==> src/rtl/shift_pkg.sv <==
// Shared types for the sequential shift unit.
//   shift_op_t : 2-bit shift operation code (SLL/SRL/SRA/RSVD).
//   state_t    : control FSM state encoding.
`timescale 1ns/1ps
package shift_pkg;

  typedef enum logic [1:0] {
    OP_SLL  = 2'b00,
    OP_SRL  = 2'b01,
    OP_SRA  = 2'b10,
    OP_RSVD = 2'b11   // treated exactly as SLL
  } shift_op_t;

  typedef enum logic [1:0] {
    ST_IDLE  = 2'b00,
    ST_SHIFT = 2'b01,
    ST_DONE  = 2'b10
  } state_t;

endpackage

==> src/rtl/shift_step.sv <==
// Combinational single-position shifter.
// Ports:
//   data   in  32  operand
//   op     in  2   shift_op_t
//   result out 32  operand shifted by exactly one position
`timescale 1ns/1ps
module shift_step
  import shift_pkg::*;
(
  input  logic [31:0] data,
  input  shift_op_t   op,
  output logic [31:0] result
);

  always_comb begin
    result = {data[30:0], 1'b0};
    case (op)
      OP_SRL:  result = {1'b0, data[31:1]};
      // Re-inserting bit 31 each step smears the original MSB across
      // every vacated position over successive steps.
      OP_SRA:  result = {data[31], data[31:1]};
      default: result = {data[30:0], 1'b0};  // SLL and reserved
    endcase
  end

endmodule

==> src/rtl/shift_unit_seq.sv <==
// Sequential shift unit: shifts one bit position per clock.
// Ports:
//   clk        in   1   clock, rising edge
//   rst_n      in   1   asynchronous active-low reset
//   in_valid   in   1   upstream offers an operation
//   in_ready   out  1   high only in IDLE
//   in_data    in   32  operand
//   in_shamt   in   5   shift amount 0..31
//   in_op      in   2   shift_op_t
//   out_valid  out  1   result presented (DONE state)
//   out_ready  in   1   downstream accepts result
//   out_data   out  32  data register
//   busy       out  1   high whenever not IDLE
//
// Handshakes: a transfer happens on a rising clk edge where valid and
// ready are both high. in_ready does not depend on in_valid; out_valid
// does not depend on out_ready. Once raised, out_valid and out_data hold
// until the transfer completes.
`timescale 1ns/1ps
module shift_unit_seq
  import shift_pkg::*;
(
  input  logic        clk,
  input  logic        rst_n,
  input  logic        in_valid,
  output logic        in_ready,
  input  logic [31:0] in_data,
  input  logic [4:0]  in_shamt,
  input  logic [1:0]  in_op,
  output logic        out_valid,
  input  logic        out_ready,
  output logic [31:0] out_data,
  output logic        busy
);

  state_t      state;
  logic [31:0] data_q;
  logic [4:0]  cnt_q;
  shift_op_t   op_q;
  logic [31:0] step_data;

  shift_step u_step (
    .data   (data_q),
    .op     (op_q),
    .result (step_data)
  );

  assign in_ready  = (state == ST_IDLE);
  assign out_valid = (state == ST_DONE);
  assign busy      = (state != ST_IDLE);
  assign out_data  = data_q;

  always_ff @(posedge clk or negedge rst_n) begin
    if (!rst_n) begin
      state  <= ST_IDLE;
      data_q <= '0;
      cnt_q  <= '0;
      op_q   <= OP_SLL;
    end else begin
      case (state)
        ST_IDLE: begin
          if (in_valid) begin
            data_q <= in_data;
            op_q   <= shift_op_t'(in_op);
            cnt_q  <= in_shamt;
            state  <= (in_shamt == 5'd0) ? ST_DONE : ST_SHIFT;
          end
        end
        ST_SHIFT: begin
          data_q <= step_data;
          cnt_q  <= cnt_q - 5'd1;
          // cnt_q == 1 means this edge performs the last shift.
          if (cnt_q == 5'd1) state <= ST_DONE;
        end
        ST_DONE: begin
          if (out_ready) state <= ST_IDLE;
        end
        default: state <= ST_IDLE;
      endcase
    end
  end

endmodule

==> config.mk <==
export PLATFORM = sky130hd
export DESIGN_NAME = shift_unit_seq
export DESIGN_NICKNAME = d
export VERILOG_FILES = /design/src/rtl/shift_pkg.sv /design/src/rtl/shift_step.sv /design/src/rtl/shift_unit_seq.sv
export SDC_FILE = /design/constraint.sdc
export NUM_CORES = 1
export LEC_CHECK = 0
export CORE_UTILIZATION = 48
export CTS_CLUSTER_DIAMETER = 30
export DETAILED_ROUTE_END_ITERATION = 8
export HOLD_SLACK_MARGIN = 0.1
export PLACE_DENSITY = 0.89
export SLEW_MARGIN = 15
export SYNTH_ARGS = -nofsm -noshare
export SYNTH_HDL_FRONTEND = slang
export SYNTH_SLANG_ARGS = --single-unit
==> constraint.sdc <==
create_clock -name clk -period 2.1 [get_ports clk]
set_clock_uncertainty 0.2 [all_clocks]
set_input_delay 0.42 -clock clk [delete_from_list [all_inputs] [get_ports clk]]
set_output_delay 0.42 -clock clk [all_outputs]
set_load 0.02 [all_outputs]
==> results of run 1 <==
flip-flops by register name, summed over array words and instances (netlist names):
name,count
state,2
cnt_q,5
op_q,2
out_data,32
per-layer routing:
layer | global-route usage [%] | vias to the layer above
li1 | - | 1226
met1 | 34.22 | 1252
met2 | 41.25 | 85
met3 | 2.619 | 20
met4 | 11.32 | 0
met5 | 0 | -
stage by stage:
step	setup WS [ns]	utilization, %	TNS [ns]	hold WS (ns)	cell area [µm²]
2_1_floorplan	0.1504	-	0	-0.07559	2706
6_report	0.06861	69.37	0	0.3247	3656
3_3_place_gp	0.06808	67.00	0	0.2159	3531
5_1_grt	0.02514	69.37	0	0.3794	3656
3_5_place_dp	-0.04354	67.00	-0.5660	0.2155	3531
4_1_cts	0.07781	69.37	0	0.3263	3656
final cells by class:
class,instances,area (µm²),area share (%)
Clock buffer,7,86.33,2.361
Clock inverter,1,30.03,0.8214
Inverter,11,41.29,1.129
Multi-Input combinational cell,208,1481,40.52
Sequential cell,41,1027,28.10
Tap cell,70,87.58,2.396
Timing Repair Buffer,91,902.1,24.67
worst register-to-register path: stages (launching register included):
cell and delay [ns]:
dfrtp_1 0.38, inv_1 0.08, ha_1 0.35, and3b_2 0.36, a22o_1 0.25, a211o_1 0.27
layout by cell type (no fill, tap or decap), drive strengths merged, types with 2 or more instances in the layout:
| cell type | netlist | routed |
|---|---|---|
| a211o | 20 | 20 |
| a21oi | 35 | 35 |
| a221o | 12 | 12 |
| a22o | 18 | 18 |
| a2bb2oi | 3 | 3 |
| buf | 13 | 15 |
| clkbuf | 18 | 7 |
| clkdlybuf4s50 | 0 | 72 |
| dfrtp | 41 | 41 |
| dlygate4sd2 | 0 | 3 |
| ha | 5 | 5 |
| inv | 11 | 11 |
| mux2 | 2 | 2 |
| nand2 | 2 | 2 |
| nand2b | 19 | 19 |
| nand3 | 2 | 2 |
| nand3b | 20 | 20 |
| nor2 | 28 | 28 |
| nor2b | 4 | 4 |
| nor3 | 2 | 2 |
| o211ai | 2 | 2 |
| o21ai | 5 | 5 |
| o221a | 13 | 13 |
| or3 | 2 | 2 |
power breakdown:
group          internal, W  leakage, nW  switching, W  total [W]
Clock             0.000388       0.0585      0.000278   0.000666
Sequential         0.00117        0.510      0.000481    0.00165
Combinational      0.00181         1.04       0.00170    0.00351
path summary, 6_finish.rpt:
path                                   start      endpoint
max in group asynchronous              rst_n   out_data[1]
worst max-delay path            out_data[28]  out_data[28]
worst min-delay path                cnt_q[1]      cnt_q[1]
min in group asynchronous              rst_n  out_data[22]
worst max register to register       op_q[0]  out_data[21]
worst min register to register      cnt_q[1]      cnt_q[1]
kinds of logic (layout without fill, tap and decap cells):
family / after synthesis / count (layout) / share of synthesized area, %
AOI/OAI and AO/OA: 115 / 115 / 33.20
adders and majority gates: 5 / 5 / 2.312
buffers and inverters: 42 / 110 / 7.443
DFF: 41 / 41 / 37.91
muxes: 2 / 2 / 0.8321
and+or+nand+nor: 86 / 86 / 18.31
repair_timing:
action | in CTS | in global routing
gates resized for setup | 5 | 0
endpoints found under the setup margin | 21 | 0
hold buffers | 1 | 0
hold endpoints to repair | 19 | 0
==> metrics.yaml, run 1 <==
final_layout:
  fin_cells: 429
  fillers: 436
  diodes: 0
  num-nets-final: 406
  drive_above_1_share_pct: 10.58
  synthToLayoutAreaGrowth_pct: 35.09
sta:
  setup_violations: 0
  fmax_mhz: 492.3
  tightest_slew_ns: 0.5756
  rsz0062_at_grt: "false"
  fin_crit_ns: 2.031
  hold_viol: 0
  slew-limit-headroom_pct: 61.09
  fin_crit_sh_pct: 96.73
  slew_violations: 0
critical_path:
  cp-end-kind: "output pin"
  crit_buf_inv: 1
  slowest_stage: "clkdlybuf4s50_1"
  worstRegToRegCells: 5
  crit_path_max_incr_delay_ns: 0.65
  worstPathMaxFanout: 5
  crit_family: "buffers and inverters"
  timing.critical_path.cells: "clkdlybuf4s50_1"
  start_kind: "flip-flop"
  r2r_slack_ns: 0.11
  critical_path_class: "flip-flop to output pin"
  required_ns: 1.48
  arrival_ns: 1.41
  cp.depth: 1
drt:
  postRouteAntennaNets: 0
  wl_met2_mm: 3.600
  initialDrtViolationCount: 237
  num_vias: 2583
  drt-met1-wl_mm: 3.153
  wl_mm: 7.269
  wl_per_cell_um: 16.94
  route.detailed.drc: 0
  met3_length_um: 305
  dr.pass1.iters: 4
  top_layer_used: "met4"
  drt-vias-per-instance: 6.021
job:
  drv_cap: 0
logic_synthesis:
  synth_nets: 339
  yosys_warnings: 0
  synth_cells: 291
  synth_edf_count: 0
  ys.flop_type: "dfrtp_1"
  async_flop_share_pct: 100.0
  synthTopCellsByCount: "dfrtp_1 (41), a21oi_1 (35), nor2_1 (28)"
  synth_top_area_cell: "dfrtp_1"
  ys_seq_area_share_pct: 37.91
  ys_types: 40
  yosys.cell_count.top_type: "dfrtp_1"
  synth_area_leaders: "dfrtp_1 (38%), a211o_1 (6.5%), a21oi_1 (6.5%), a22o_1 (5.8%), nand3b_1 (5.5%)"
  synth_top_area_share_pct: 37.91
  ys_seq_elements: 41
  synth_area_per_cell_um2: 9.300
  netlist_area_um2: 2706
cts:
  cts_buffers: 5
  tritoncts: "done"
  cts.path.max_buffers: 2
  root_buffer: "clkbuf_8"
  cts_max_level: 2
  cts_setup_buffers: 0
  clock_sinks: 41
  clk_pin_slew_ns: 0.08
  clk_latency_ns: 0.30
hold_path:
  hp-class: "flip-flop to flip-flop"
  holdPathStages: 2
place:
  dp_cells: 420
  gp_congestion: 0.8484
  dpl.hpwl_mm: 4.829
  port_buffers: 77
die:
  ioPinCount: 78
  die_h_um: 77.09
  dieArea_um2: 5943
  initial_core_util_pct: 51.35
  rows: 26
  core_area_um2: 5270
  die_x_um: 77.09
pwr:
  power.total_w: 0.005827
  power_density_nw_per_um2: 1594
  vdd.ir_drop.worst_mv: 1.109
  p_leak_nw: 1.606
grt:
  grt_max_degree: 56
  grt_pass1_vias: 2509
  gr-total-overflow: 0
  antenna_found_initial: 0
  grt_pass1_wl_mm: 12.14
  grtUsageTotal_pct: 25.40
run_status:
  status: "finished clean"
Note: power is estimated with default switching activity, not from simulation.
==> run 2, diff against run 1 <==
Settings changed: CORE_MARGIN set to 1, CORE_UTILIZATION 48 to 30, PLACE_DENSITY 0.89 to 0.63.
==> run 2 against run 1 <==
- sequential share of layout area fell by 0.35 points
- first-iteration DRC count fell by 30%
- power fell by 0.17%
- worst setup slack improved by 0.0016 ns
- core utilization fell by 27 points
- largest power group unchanged
==> metrics.yaml, run 2 (synthesis results as in run 1) <==
run_status:
  status: "finished clean"
sta:
  fin_ws_ns: 0.07019
  slew_violations: 0
  tightest_slew_ns: 0.5758
  finalHoldWorstSlack_ns: 0.3454
  fin_crit_sh_pct: 96.66
  fin_crit_ns: 2.030
  rsz0062_at_grt: "false"
  setup_violations: 0
  fmax_mhz: 492.7
  hold_viol: 0
  slew-limit-headroom_pct: 61.61
critical_path:
  crit_buf_inv: 1
  crit_path_max_incr_delay_ns: 0.65
  required_ns: 1.48
  worstPathMaxFanout: 5
  r2r_start: "op_q[0]"
  r2r_slack_ns: 0.13
  arrival_ns: 1.41
  critical_path_class: "flip-flop to output pin"
  crit_family: "buffers and inverters"
  start_kind: "flip-flop"
  cp-end-kind: "output pin"
  worstRegToRegCells: 5
  timing.critical_path.cells: "clkdlybuf4s50_1"
  r2r_end: "out_data[7]"
  slowest_stage: "clkdlybuf4s50_1"
cts:
  cts_buffers: 5
  cts.path.max_buffers: 2
  tritoncts: "done"
  clock_sinks: 41
  clk_pin_slew_ns: 0.09
  clk_latency_ns: 0.30
  cts_max_level: 2
  root_buffer: "clkbuf_8"
job:
  drv_cap: 0
drt:
  drt-vias-per-instance: 5.506
  num_vias: 2577
  initialDrtViolationCount: 165
  postRouteAntennaNets: 0
  wl_per_cell_um: 16.72
  wl_mm: 7.827
  dr.pass1.iters: 4
  route.detailed.drc: 0
grt:
  grtUsageTotal_pct: 16.86
  grt_max_degree: 59
  grt_pass1_vias: 2494
  grt_pass1_wl_mm: 13.11
  gr-total-overflow: 0
  antenna_found_initial: 0
final_layout:
  fin_cells: 468
  synthToLayoutAreaGrowth_pct: 36.80
  final_common_cell: "clkdlybuf4s50_1"
  diodes: 0
  final_cell_mix: "clkdlybuf4s50_1 (72), dfrtp_1 (40), a21oi_1 (35)"
  num-nets-final: 407
  drive_above_1_share_pct: 10.83
  largest_register_ffs: 32
hold_path:
  hp-start: "op_q[0]"
  hp-class: "flip-flop to flip-flop"
  holdPathStages: 1
  min_to: "op_q[0]"
place:
  dp_cells: 459
  port_buffers: 77
  gp_congestion: 0.8072
  dpl.hpwl_mm: 5.354
  place_ws_ns: -0.03612
pwr:
  p_leak_nw: 1.605
  power_density_nw_per_um2: 1571
  vdd.ir_drop.worst_mv: 0.5946
die:
  rows: 34
  initial_core_util_pct: 31.03
  die_h_um: 96.98
  core_area_um2: 8721
  die_x_um: 96.98
  dieArea_um2: 9405
  ioPinCount: 78
==> run 2: cell count changes in the layout (fill, tap and decap cells not counted) <==
cell,delta
buf_12,-1
buf_4,+1
buf_6,+1
==> run 2: cell type report <==
cell class              count  area (µm²)
fillers                   846        5019
well taps                 108       135.1
flip-flops and latches     41        1027
clock inverters             1       30.03
clock buffers               7       86.33
inverters                  11       41.29
repair buffers             92       900.9
multi-input cells         208        1481
==> run 2: stage by stage <==
stage	area, µm²	util (%)	TNS, ns	power [W]
2_1_floorplan	2706	-	0	0.003964
3_3_place_gp	3573	40.98	0	0.005111
3_5_place_dp	3573	40.98	-0.4251	0.005186
4_1_cts	3699	42.41	0	0.005862
5_1_grt	3702	42.45	0	0.006262
6_report	3702	42.45	0	0.005817
==> run 2: how the worst max path moves through the flow <==
stage                            start           end  depth (start not counted)
after floorplan               state[1]          busy                          5
after global placement         op_q[0]  out_data[19]                          5
after detailed placement       op_q[0]   out_data[7]                          5
after CTS                 out_data[30]  out_data[30]                          1
after global routing      out_data[30]  out_data[30]                          1
final                     out_data[30]  out_data[30]                          1
==> run 2: where the power goes <==
group | internal, W | total, W | switching [W]
sequential | 0.00117 | 0.00165 | 0.000477
clock | 0.000388 | 0.000662 | 0.000274
combinational | 0.00180 | 0.00351 | 0.00171
total | 0.00335 | 0.00582 | 0.00246
==> run 2: metal layers <==
layer  vias to the layer above  share of wire (%)  GRT usage [%]
met5                         -                  0              0
met4                         0               0.43          2.870
met3                         4                4.5          3.179
met2                        61                 47          27.30
met1                      1284                 48          23.67
li1                       1228                  -              -
==> run 2: repair_timing <==
item                       4_1_cts  5_1_grt
gates cloned                     0        0
resized for setup                5        1
buffers inserted                 0        0
hold endpoints to repair        21        0
setup endpoints to repair       21        1
hold buffers                     1        0
